==> src/rtl/buck_phase_sequencer.sv <==
// ----------------------------------------------------------------------------
// buck_phase_sequencer
//
// Clocked gate sequencer for a synchronous buck power stage. One switching
// cycle is: PMOS on (charge) -> dead time -> NMOS on (freewheel) -> dead time.
// Break-before-make, dead time, minimum on-time and ack timeouts are enforced
// here. The uv/oc/zc comparator flags and the driver acks are asynchronous
// and pass through 2-flop synchronizers, so every decision sees them two
// cycles late.
//
// Gate handshake: a gate request (gp/gn) is a level held by this block. A
// request rises only when the other gate's synchronized ack is 0. It is held
// until its own ack is seen high, and after it falls the block waits for the
// ack to return low before moving on. An ack edge that does not arrive within
// ACK_TO_CYC cycles sends the FSM to the sticky FAULT state.
//
// Optional feature (compile-time macro BUCK_SEQ_MAXON_EN):
//   defined   : the PMOS phase is also ended after MAX_ON_CYC held cycles
//               when oc never arrives (no fault is raised).
//   undefined : the PMOS phase ends only on oc or en=0; MAX_ON_CYC unused.
//
// Ports:
//   clk        in   system clock
//   nrst       in   asynchronous active-low reset (released synchronously)
//   en         in   converter enable (synchronous to clk)
//   uv         in   output undervoltage flag, 1 = charge requested
//   oc         in   inductor peak-current flag, ends the PMOS phase
//   zc         in   inductor zero-crossing flag, ends the NMOS phase
//   gp_ack     in   PMOS driver acknowledge, follows gp
//   gn_ack     in   NMOS driver acknowledge, follows gn
//   gp         out  PMOS gate request (1 = on), registered
//   gn         out  NMOS gate request (1 = on), registered
//   busy       out  1 in any state except IDLE/FAULT, registered
//   fault      out  sticky ack-timeout fault, registered
//   phase      out  0 idle, 1 PMOS, 2 NMOS, 3 dead/fault, registered
//   state_dbg  out  current FSM state encoding, for debug/checkers
// ----------------------------------------------------------------------------
module buck_phase_sequencer #(
    parameter int unsigned CNT_W      = 8,
    parameter int unsigned DEAD_CYC   = 4,
    parameter int unsigned MIN_ON_CYC = 8,
    parameter int unsigned ACK_TO_CYC = 16,
    parameter int unsigned MAX_ON_CYC = 200
) (
    input  logic       clk,
    input  logic       nrst,
    input  logic       en,
    input  logic       uv,
    input  logic       oc,
    input  logic       zc,
    input  logic       gp_ack,
    input  logic       gn_ack,
    output logic       gp,
    output logic       gn,
    output logic       busy,
    output logic       fault,
    output logic [1:0] phase,
    output logic [3:0] state_dbg
);

    // Every cycle count must be reachable by the saturating counter.
    generate
        if (CNT_W < 1 || CNT_W > 16 ||
            DEAD_CYC < 1 || MIN_ON_CYC < 1 || ACK_TO_CYC < 1 || MAX_ON_CYC < 1 ||
            DEAD_CYC > (32'd1 << CNT_W) || MIN_ON_CYC > (32'd1 << CNT_W) ||
            ACK_TO_CYC > (32'd1 << CNT_W) || MAX_ON_CYC > (32'd1 << CNT_W)) begin : g_bad_params
            $error("buck_phase_sequencer: cycle parameters do not fit CNT_W");
        end
    endgenerate

    localparam logic [CNT_W-1:0] DEAD_LAST  = CNT_W'(DEAD_CYC - 1);
    localparam logic [CNT_W-1:0] MIN_LAST   = CNT_W'(MIN_ON_CYC - 1);
    localparam logic [CNT_W-1:0] ACK_LAST   = CNT_W'(ACK_TO_CYC - 1);
`ifdef BUCK_SEQ_MAXON_EN
    localparam logic [CNT_W-1:0] MAXON_LAST = CNT_W'(MAX_ON_CYC - 1);
`endif
    localparam logic [CNT_W-1:0] CNT_SAT    = '1;

    typedef enum logic [3:0] {
        S_IDLE   = 4'd0,
        S_P_REQ  = 4'd1,
        S_P_HOLD = 4'd2,
        S_P_REL  = 4'd3,
        S_DEAD1  = 4'd4,
        S_N_REQ  = 4'd5,
        S_N_HOLD = 4'd6,
        S_N_REL  = 4'd7,
        S_DEAD2  = 4'd8,
        S_FAULT  = 4'd9
    } state_t;

    // ------------------------------------------------------------------
    // Reset synchronizer: assertion is immediate, release takes two edges.
    // ------------------------------------------------------------------
    logic rst_meta_q;
    logic rst_sync_q;

    always_ff @(posedge clk or negedge nrst) begin
        if (!nrst) begin
            rst_meta_q <= 1'b0;
            rst_sync_q <= 1'b0;
        end else begin
            rst_meta_q <= 1'b1;
            rst_sync_q <= rst_meta_q;
        end
    end

    // ------------------------------------------------------------------
    // Input synchronizers, bit order {uv, oc, zc, gp_ack, gn_ack}.
    // ------------------------------------------------------------------
    logic [4:0] sync1_q;
    logic [4:0] sync2_q;

    always_ff @(posedge clk or negedge rst_sync_q) begin
        if (!rst_sync_q) begin
            sync1_q <= '0;
            sync2_q <= '0;
        end else begin
            sync1_q <= {uv, oc, zc, gp_ack, gn_ack};
            sync2_q <= sync1_q;
        end
    end

    logic uv_s, oc_s, zc_s, gp_ack_s, gn_ack_s;
    assign {uv_s, oc_s, zc_s, gp_ack_s, gn_ack_s} = sync2_q;

    // ------------------------------------------------------------------
    // FSM next state and counter
    // ------------------------------------------------------------------
    state_t           state_q, state_d;
    logic [CNT_W-1:0] cnt_q, cnt_d, cnt_inc;
    logic             gp_q, gp_d;
    logic             gn_q, gn_d;
    logic             busy_q, busy_d;
    logic             fault_q, fault_d;
    logic [1:0]       phase_q, phase_d;

    assign cnt_inc = (cnt_q == CNT_SAT) ? cnt_q : cnt_q + CNT_W'(1);

    always_comb begin
        state_d = state_q;
        cnt_d   = cnt_inc;
        unique case (state_q)
            S_IDLE: begin
                cnt_d = '0;
                if (en && uv_s && !gn_ack_s) state_d = S_P_REQ;
            end
            S_P_REQ: begin
                if (!en) begin
                    state_d = S_P_REL;
                    cnt_d   = '0;
                end else if (gp_ack_s) begin
                    state_d = S_P_HOLD;
                    cnt_d   = '0;
                end else if (cnt_q == ACK_LAST) begin
                    state_d = S_FAULT;
                    cnt_d   = '0;
                end
            end
            S_P_HOLD: begin
                // oc before the minimum on-time is ignored; shutdown is not.
                if (!en || (oc_s && cnt_q >= MIN_LAST)) begin
                    state_d = S_P_REL;
                    cnt_d   = '0;
                end
`ifdef BUCK_SEQ_MAXON_EN
                else if (cnt_q == MAXON_LAST) begin
                    state_d = S_P_REL;
                    cnt_d   = '0;
                end
`endif
            end
            S_P_REL: begin
                if (!gp_ack_s) begin
                    state_d = S_DEAD1;
                    cnt_d   = '0;
                end else if (cnt_q == ACK_LAST) begin
                    state_d = S_FAULT;
                    cnt_d   = '0;
                end
            end
            S_DEAD1: begin
                // When disabled, the dead time still completes, but no NMOS
                // pulse is started: both gates and acks are already low.
                if (cnt_q >= DEAD_LAST) begin
                    if (!en) begin
                        state_d = S_IDLE;
                        cnt_d   = '0;
                    end else if (!gp_ack_s) begin
                        state_d = S_N_REQ;
                        cnt_d   = '0;
                    end
                end
            end
            S_N_REQ: begin
                if (!en) begin
                    state_d = S_N_REL;
                    cnt_d   = '0;
                end else if (gn_ack_s) begin
                    state_d = S_N_HOLD;
                    cnt_d   = '0;
                end else if (cnt_q == ACK_LAST) begin
                    state_d = S_FAULT;
                    cnt_d   = '0;
                end
            end
            S_N_HOLD: begin
                if (!en || (zc_s && cnt_q >= MIN_LAST)) begin
                    state_d = S_N_REL;
                    cnt_d   = '0;
                end
            end
            S_N_REL: begin
                if (!gn_ack_s) begin
                    state_d = S_DEAD2;
                    cnt_d   = '0;
                end else if (cnt_q == ACK_LAST) begin
                    state_d = S_FAULT;
                    cnt_d   = '0;
                end
            end
            S_DEAD2: begin
                if (cnt_q >= DEAD_LAST) begin
                    state_d = S_IDLE;
                    cnt_d   = '0;
                end
            end
            S_FAULT: begin
                cnt_d = '0;
                if (!en) state_d = S_IDLE;
            end
            default: begin
                state_d = S_IDLE;
                cnt_d   = '0;
            end
        endcase
    end

    // Outputs decode the current state and are then registered, so they
    // follow a state change by one cycle.
    always_comb begin
        gp_d    = (state_q == S_P_REQ) || (state_q == S_P_HOLD);
        gn_d    = (state_q == S_N_REQ) || (state_q == S_N_HOLD);
        busy_d  = (state_q != S_IDLE) && (state_q != S_FAULT);
        fault_d = (state_q == S_FAULT);
        unique case (state_q)
            S_IDLE:                     phase_d = 2'd0;
            S_P_REQ, S_P_HOLD, S_P_REL: phase_d = 2'd1;
            S_N_REQ, S_N_HOLD, S_N_REL: phase_d = 2'd2;
            default:                    phase_d = 2'd3;
        endcase
    end

    always_ff @(posedge clk or negedge rst_sync_q) begin
        if (!rst_sync_q) begin
            state_q <= S_IDLE;
            cnt_q   <= '0;
            gp_q    <= 1'b0;
            gn_q    <= 1'b0;
            busy_q  <= 1'b0;
            fault_q <= 1'b0;
            phase_q <= 2'd0;
        end else begin
            state_q <= state_d;
            cnt_q   <= cnt_d;
            gp_q    <= gp_d;
            gn_q    <= gn_d;
            busy_q  <= busy_d;
            fault_q <= fault_d;
            phase_q <= phase_d;
        end
    end

    assign gp        = gp_q;
    assign gn        = gn_q;
    assign busy      = busy_q;
    assign fault     = fault_q;
    assign phase     = phase_q;
    assign state_dbg = state_q;

endmodule

==> config.mk <==
export PLATFORM = sky130hd
export DESIGN_NAME = buck_phase_sequencer
export DESIGN_NICKNAME = d
export VERILOG_FILES = /design/src/rtl/buck_phase_sequencer.sv
export SDC_FILE = /design/constraint.sdc
export NUM_CORES = 1
export LEC_CHECK = 0
export CORE_ASPECT_RATIO = 0.5
export CORE_MARGIN = 4
export CORE_UTILIZATION = 54
export CTS_CLUSTER_SIZE = 24
export DETAILED_ROUTE_END_ITERATION = 16
export HOLD_SLACK_MARGIN = 0.02
export PLACE_DENSITY = 0.84
export SYNTH_ARGS = -nofsm -noshare
export SYNTH_HDL_FRONTEND = slang
export SYNTH_SLANG_ARGS = --single-unit
==> constraint.sdc <==
create_clock -name clk -period 1.1 [get_ports clk]
set_clock_uncertainty 0.05 [all_clocks]
set_input_delay 0.165 -clock clk [delete_from_list [all_inputs] [get_ports clk]]
set_output_delay 0.165 -clock clk [all_outputs]
set_load 0.005 [all_outputs]
### Yosys cells after proc, flatten, opt, wreduce, memory -nomap -nowiden

Index checks and enable logic that the tools add are counted.

* bits in registers: 30
* logic and storage cells: 81

* add/subtract/negate cells: 1
* $lt $le $gt $ge: 2
* eq/ne operators: 19
* multiplexer cells: 32
* reductions and logical operators: 16

Operator list (number)
* $mux W8: 14
* $pmux W8 S8: 1
* $mux W4: 15
* $pmux W4 S10: 1
* $eq A4 B3 Y1 const B: 4
* $ne A2 B2 Y1 const B: 6
* $add A8 B1 Y8 const B: 1
* $eq A4 B2 Y1 const B: 2
* $eq A4 B4 Y1 const B: 2
* $eq A8 B4 Y1 const B: 1
* $eq A8 B8 Y1 const B: 1
* $ge A8 B2 Y1 const B: 1
* $ge A8 B3 Y1 const B: 1
* $reduce_and A7 Y1: 1
* $pmux W2 S3: 1
* $reduce_or A3 Y1: 2
* $logic_and A1 B1 Y1: 5
* $eq A4 B1 Y1 const B: 1
* $logic_not A4 Y1: 1
* $logic_or A1 B1 Y1: 4
* $ne A4 B4 Y1 const B: 1
* $reduce_bool A4 Y1: 1
* $ne A3 B3 Y1 const B: 1
* $logic_not A1 Y1: 2

### Logic depth before layout (Yosys ltp)

Gate-level depths: netlist of the first run.

* depth in word-level cells: 6
* gate-level depth with buffers: 6

### Worst setup path before layout of the first run

OpenSTA, ideal clock, no wires.

* kind: register to register
* start: register cnt_q[0]
* end: register state_q[3], in the netlist state_dbg[3]
* arrival time: 1.930 ns
* required time: 0.924 ns
* slack: -1.006 ns
* stages on the path, launching flop included: 7
* path through: dfrtp_1 -> ha_1 -> and2_1 -> o31ai_2 -> a32o_2 -> or4_4 -> a221o_1

* longest elaborated chain between the ends: 5
* elaborated cells on any way between the ends: 20
* classes of those cells: order compare: 2; eq/ne: 5; mux: 8; reduce/logical: 5

RTL lines
* start, declared: RTL line 131 `logic [CNT_W-1:0] cnt_q, cnt_d, cnt_inc;`
* start signal, assigned: RTL line 265 `cnt_q <= cnt_d;`
* $ge A8 B3 Y1 or $eq A8 B4 Y1 (tied branches)
* $logic_and A1 B1 Y1 (tied with other cells): RTL line 208 `if (!en || (zc_s && cnt_q >= MIN_LAST)) begin`
* $logic_or A1 B1 Y1 (tied with other cells): RTL line 208
* $ne A2 B2 Y1 (no line) (tied with other cells)
* $reduce_and A7 Y1 (no line) or $pmux W4 S10 (tied branches)
* end signal, assigned: RTL line 264 `state_q <= state_d;`
* end, declared: RTL line 130 `state_t state_q, state_d;`

Several ways; a longest one is shown, not always the timed one.
A chain may end at the register's enable or synchronous reset.

### Worst setup path after layout of the first run

* start: register cnt_q[5]
* end: register cnt_q[7]

* longest elaborated chain between the ends: 6
* elaborated cells on any way between the ends: 24
* classes of those cells: add/sub: 1; order compare: 2; eq/ne: 2; mux: 15; reduce/logical: 4

RTL lines
* $add A8 B1 Y8 or $eq A8 B8 Y1 (tied branches): RTL line 138 `assign cnt_inc = (cnt_q == CNT_SAT) ? cnt_q : cnt_q + CNT_W'(1);`
* $mux W8: RTL line 138
* $mux W8, on equally long branches
* $mux W8, on equally long branches: RTL line 199, 152, 186
* $mux W8, on equally long branches: RTL line 196, 149, 185
* $pmux W8 S8 *: RTL line 143 `unique case (state_q)`
* via cnt_d[7]: RTL line 131

Mark *: on every way through the listed nets, which the timed path passes. The rest lies on a longest branch.

==> results of run 1 <==
stage by stage:
step	hold WS, ps	power [mW]
final	189.9	6.715
after global routing	243.9	6.847
after CTS	201.0	5.799
after detailed placement	201.3	3.607
after global placement	196.7	3.522
after floorplan	-180.6	2.708
layer usage:
| metal | up-vias | share of wire |
|---|---|---|
| met3 | 76 | 0.16 |
| met5 | - | 0 |
| met2 | 234 | 0.40 |
| li1 | 664 | - |
| met1 | 859 | 0.36 |
| met4 | 0 | 0.080 |
synth_stat cells, drive strengths merged, types with 2 or more instances:
library cell,count,share of area
a21oi,4,0.013
a221o,2,0.013
and3,3,0.013
buf,6,0.032
clkbuf,3,0.015
dfrtp,30,0.50
inv,3,0.0075
mux2i,2,0.013
nand2,9,0.023
nand3,4,0.013
nor2,16,0.040
nor2b,4,0.017
nor3,9,0.030
nor4,3,0.023
o21ai,6,0.020
o32ai,2,0.012
o41ai,2,0.012
or2b,3,0.018
or3b,2,0.012
or4,2,0.013
xnor2,6,0.035
power by group through the flow:
stage / Sequential [mW] / Clock [mW] / Combinational, mW
final: 1.52 / 1.45 / 3.75
after global routing: 1.52 / 1.49 / 3.84
after CTS: 1.46 / 1.42 / 2.93
after detailed placement: 1.48 / 0 / 2.13
after global placement: 1.47 / 0 / 2.06
after floorplan: 1.48 / 0 / 1.23
cell type report:
cell class	count	area (µm²)
flip-flops and latches	30	752.0
multi-input cells	100	862.1
inverters	3	11.26
repair buffers	76	664.4
fillers	67	140.1
well taps	37	46.29
clock buffers	6	82.58
clock inverters	2	60.06
cells by family (layout without fill, tap and decap cells):
| kind of cell | count (synthesis) | count (layout) | share of synthesized area |
|---|---|---|---|
| XOR/XNOR | 7 | 7 | 0.04094 |
| other | 1 | 1 | 0.002504 |
| flip-flops | 30 | 30 | 0.5013 |
| AO/OA/AOI/OAI | 27 | 27 | 0.1412 |
| adder cells (fa/ha/maj) | 1 | 1 | 0.008353 |
| AND/OR/NAND/NOR | 62 | 62 | 0.2381 |
| multiplexers | 2 | 2 | 0.01337 |
| buffers and inverters | 12 | 87 | 0.05429 |
what timing repair did:
action                                  in CTS  in global routing
hold endpoints to repair                     2                  0
hold buffers                                 1                  0
pin swaps                                    5                  9
endpoints found under the setup margin      28                 28
setup buffers                               14                  9
resized for setup                           60                 36
state kept, by name (all words and copies together), names as in the netlist:
signal	cells
busy	1
cnt_q	8
fault	1
gn	1
gp	1
phase	2
rst_meta_q	1
rst_sync_q	1
state_dbg	4
sync1_q	5
sync2_q	5
worst max path at each step:
stage                     startpoint      endpoint  cells past startpoint
after CTS                   cnt_q[0]  state_dbg[3]                      6
after floorplan             cnt_q[0]  state_dbg[3]                      6
after detailed placement          en      cnt_q[7]                      7
final                       cnt_q[5]      cnt_q[7]                      6
after global routing        cnt_q[1]  state_dbg[3]                      6
after global placement            en  state_dbg[3]                      6
==> impl_metrics.tcl, run 1 <==
set metrics [dict create \
    viasPerCell 7.217 \
    cts_tree "built" \
    grt_pass1_vias 1661 \
    drv_slew 0 \
    path_clk_slew_ps 80 \
    worstSkewPairLatency_ps 300 \
    hp-class "reg -> async" \
    synthCells 142 \
    power.clock.fraction 0.215 \
    synth_cell_types 49 \
    ctsLongestPathBuffers 2 \
    r2r_end "cnt_q[7]" \
    critical_path_required_ps 1260 \
    max-cap-violations 0 \
    ant_nets 0 \
    gr-usage-met1 0.4463 \
    setup_ws_ps -1101 \
    seqPwrFrac 0.227 \
    fin_nets 225 \
    cts-root-buf "clkbuf_8" \
    drive_above_1_share 0.5484 \
    cp-end-kind "flip-flop" \
    synth-main-ff-cell "dfrtp_1" \
    period_share 2.000 \
    outcome "complete, but fails checks" \
    rsz0062_at_grt "yes" \
    critPathKind "reg -> reg" \
    powerDensity_nw_per_um2 2709 \
    synth_nets 151 \
    period_needed_ps 2201 \
    pwr-share-comb 0.558 \
    vias 1833 \
    power.switching_mw 2.568 \
    io_pins 18 \
    synth-async-reset-ratio 1.000 \
    finalSetupTns_ps -15180 \
    final_cell_mix "41 x buf_4, 29 x dfrtp_1, 17 x buf_6" \
    final_common_cell "buf_4" \
    p_leak_nw 1.118 \
    dieHeight_um 45.24 \
    start_util 0.5719 \
    met3_usage 0.1713 \
    violations "setup timing" \
    gr-usage-all-layers 0.3890 \
    drt-initial-drc-count 321 \
    wire_per_inst_um 27.83 \
    overflow 0 \
    fin_cells 254 \
    crit_path_cell_trace "or4_4, o41ai_2, a32o_2, nor4_4, buf_6, nor3_2" \
    crit_arrival_ps 2360 \
    critPathLaunchType "flip-flop" \
    grt_pass1_wl_um 9777 \
    dp.cells 226 \
    ys_seq_area_frac 0.5013 \
    drt-total-wl_um 7069 \
    cp.buffers_inverters 1 \
    slowest_delay_ps 630 \
    cp_max_fo 8 \
    dp_slack_ps -1144 \
    p_int_mw 4.148 \
    crit_family "simple AND/OR/NAND/NOR gates" \
    syn2layout_area_growth_pct 65.50 \
    ir_worst_vdd_mv 1.736 \
    max_freq_mhz 454.4 \
    yosysWarnings 0 \
    hold_violations 0 \
    synth_edf_count 0 \
    final_area_um2 2479 \
    synth-seq-cells 30 \
    use_met2 0.5892 \
    setup_viol 22 \
    ctsHtreeMaxLevel 2 \
    antenna_found_initial 0 \
    placedInstanceArea_um2 1967 \
    r2r_cells 6 \
    hpwlAfterDp_um 2726 \
    die_area_um2 3731 \
    diodes 0 \
    final_util 0.9465 \
    drc_errors 0 \
    routabilityCongestion 0.9969 \
    core-area_um2 2619 \
    cts_inserted_buffers 5 \
    grt_max_degree 29 \
    swShare 0.3824 \
    drt_first_pass_iters 7 \
    netlist_area_um2 1498 \
    avgSynthCellArea_um2 10.55 \
    rr_startpoint "cnt_q[5]" \
    die_w_um 82.48 \
    clkSinkCount 30 \
    cp_slowest_cell "or4_4" \
    core.rowCount 13 \
    portBuffers 17 \
    r2r_setup_slack_ps -1100 \
    top_usage_layer "met2" \
]
(Power assumes the default switching activity.)
==> run 2, diff against run 1 <==
- CORE_UTILIZATION: 54 -> 45
- PLACE_DENSITY: 0.84 -> 0.73
==> impl_metrics.tcl, run 2 (synthesis results as in run 1) <==
set metrics [dict create \
    violations "setup timing" \
    setup_ws_ps -892.0 \
    start_util 0.4831 \
    die_area_um2 4371 \
    overflow 0 \
    max-cap-violations 0 \
    drt-total-wl_um 4334 \
    ctsLongestPathBuffers 2 \
    final_util 0.7817 \
    dr_wl_met2_um 2118 \
    powerDensity_nw_per_um2 2300 \
    ant_nets 0 \
    period_needed_ps 1992 \
    diodes 0 \
    routabilityCongestion 0.8745 \
    wl_met3_um 224 \
    hold_ws_ps 205.7 \
    crit_path_cell_trace "ha_4, and2_4, o31ai_2, a32o_2, or4_4, a221o_1" \
    dp_slack_ps -1041 \
    viasPerCell 5.387 \
    max_freq_mhz 502.0 \
    syn2layout_area_growth_pct 61.82 \
    drt-initial-drc-count 92 \
    ir_worst_vdd_mv 0.9744 \
    critical_path_required_ps 1220 \
    wire_per_inst_um 16.29 \
    critPathKind "reg -> reg" \
    path_clk_slew_ps 70 \
    cp-end-kind "flip-flop" \
    largest_register_ffs 8 \
    hp-class "reg -> async" \
    cp_max_fo 4 \
    core.rowCount 14 \
    fin_nets 234 \
    outcome "complete, but fails checks" \
    die_w_um 89.59 \
    drt_first_pass_iters 4 \
    cts_tree "built" \
    fill_cells 186 \
    portBuffers 17 \
    relSlewSlack 0.6688 \
    hpwlAfterDp_um 2624 \
    dieHeight_um 48.80 \
    critPathLaunchType "flip-flop" \
    slowest_delay_ps 490 \
    io_pins 18 \
    wl_met1_um 1895 \
    vias 1433 \
    gr-usage-all-layers 0.2067 \
    power.total_mw 5.575 \
    reg_top3 "cnt_q (8), sync1_q (5), sync2_q (5)" \
    p_leak_nw 1.109 \
    top_register "cnt_q" \
    hold_violations 0 \
    grt_max_degree 29 \
    tightest_slew_ps 493.1 \
    multiInputGateArea_um2 758.2 \
    clkSinkCount 30 \
    drive_above_1_share 0.4690 \
    crit_arrival_ps 2110 \
    cts_inserted_buffers 5 \
    grt_pass1_wl_um 6886 \
    drc_errors 0 \
    cp_slowest_cell "or4_4" \
    highest_layer "met4" \
    drv_slew 0 \
    ctsHtreeMaxLevel 2 \
    final_cell_mix "49 x buf_4, 28 x dfrtp_1, 21 x buf_6" \
    final_common_cell "buf_4" \
    regArea_um2 753.2 \
    core-area_um2 3100 \
    period_share 1.811 \
    antenna_found_initial 0 \
    setup_viol 22 \
    rsz0062_at_grt "yes" \
    worstSkewPairLatency_ps 280 \
    cts-root-buf "clkbuf_8" \
    grt_pass1_vias 1467 \
]
run 2: routing by layer:
metal  vias up  GRT usage
met1       682     0.2590
met3        17    0.06071
li1        679          -
met5         -          0
met2        55     0.3374
met4         0    0.07178
run 2: path summary, 6_finish.rpt:
check                           slack, ps  cells after the start       start      endpoint
worst min register to register        210                      1  rst_sync_q    sync2_q[4]
worst min-delay path                  210                      1  rst_sync_q    sync2_q[4]
worst max register to register       -890                      6    cnt_q[0]  state_dbg[3]
worst max-delay path                 -890                      6    cnt_q[0]  state_dbg[3]
max in group asynchronous             330                      2        nrst    rst_sync_q
min in group clk                      270                      1          zc    sync1_q[2]
run 2: layout make-up:
type / instances / share of cell area
clock buffers: 7 / 0.03562
clock inverters: 1 / 0.002065
inverters: 3 / 0.004646
multi-input cells: 100 / 0.3129
flip-flops and latches: 30 / 0.3108
well taps: 40 / 0.02065
repair buffers: 85 / 0.3134
run 2: repair_timing:
item	4_1_cts	5_1_grt
setup endpoints to repair	27	22
pin swaps	8	7
endpoints found under the hold margin	2	0
resized for setup	57	11
buffers inserted	17	7
hold buffers	1	0
run 2: where the power goes:
part	leakage, nW	switching, mW	internal (mW)
registers	0.371	0.154	1.31
logic	0.689	1.32	1.86
clock network	0.0482	0.428	0.504
total	1.11	1.90	3.67
run 2: worst max-delay path: cells and delay by family (launching register included):
| kind | cells | cell delay, ps |
|---|---|---|
| adders and majority gates | 1 | 170 |
| DFF | 1 | 400 |
| and+or+nand+nor | 2 | 630 |
| AOI/OAI and AO/OA | 3 | 640 |
run 2: metrics by stage:
step	instances	area (µm²)	setup TNS, ps
after CTS	261	2346	-11630
after detailed placement	236	2023	-12750
after floorplan	142	1549	-9598
after global placement	236	2023	-12380
after global routing	266	2424	-13480
final	266	2424	-12040
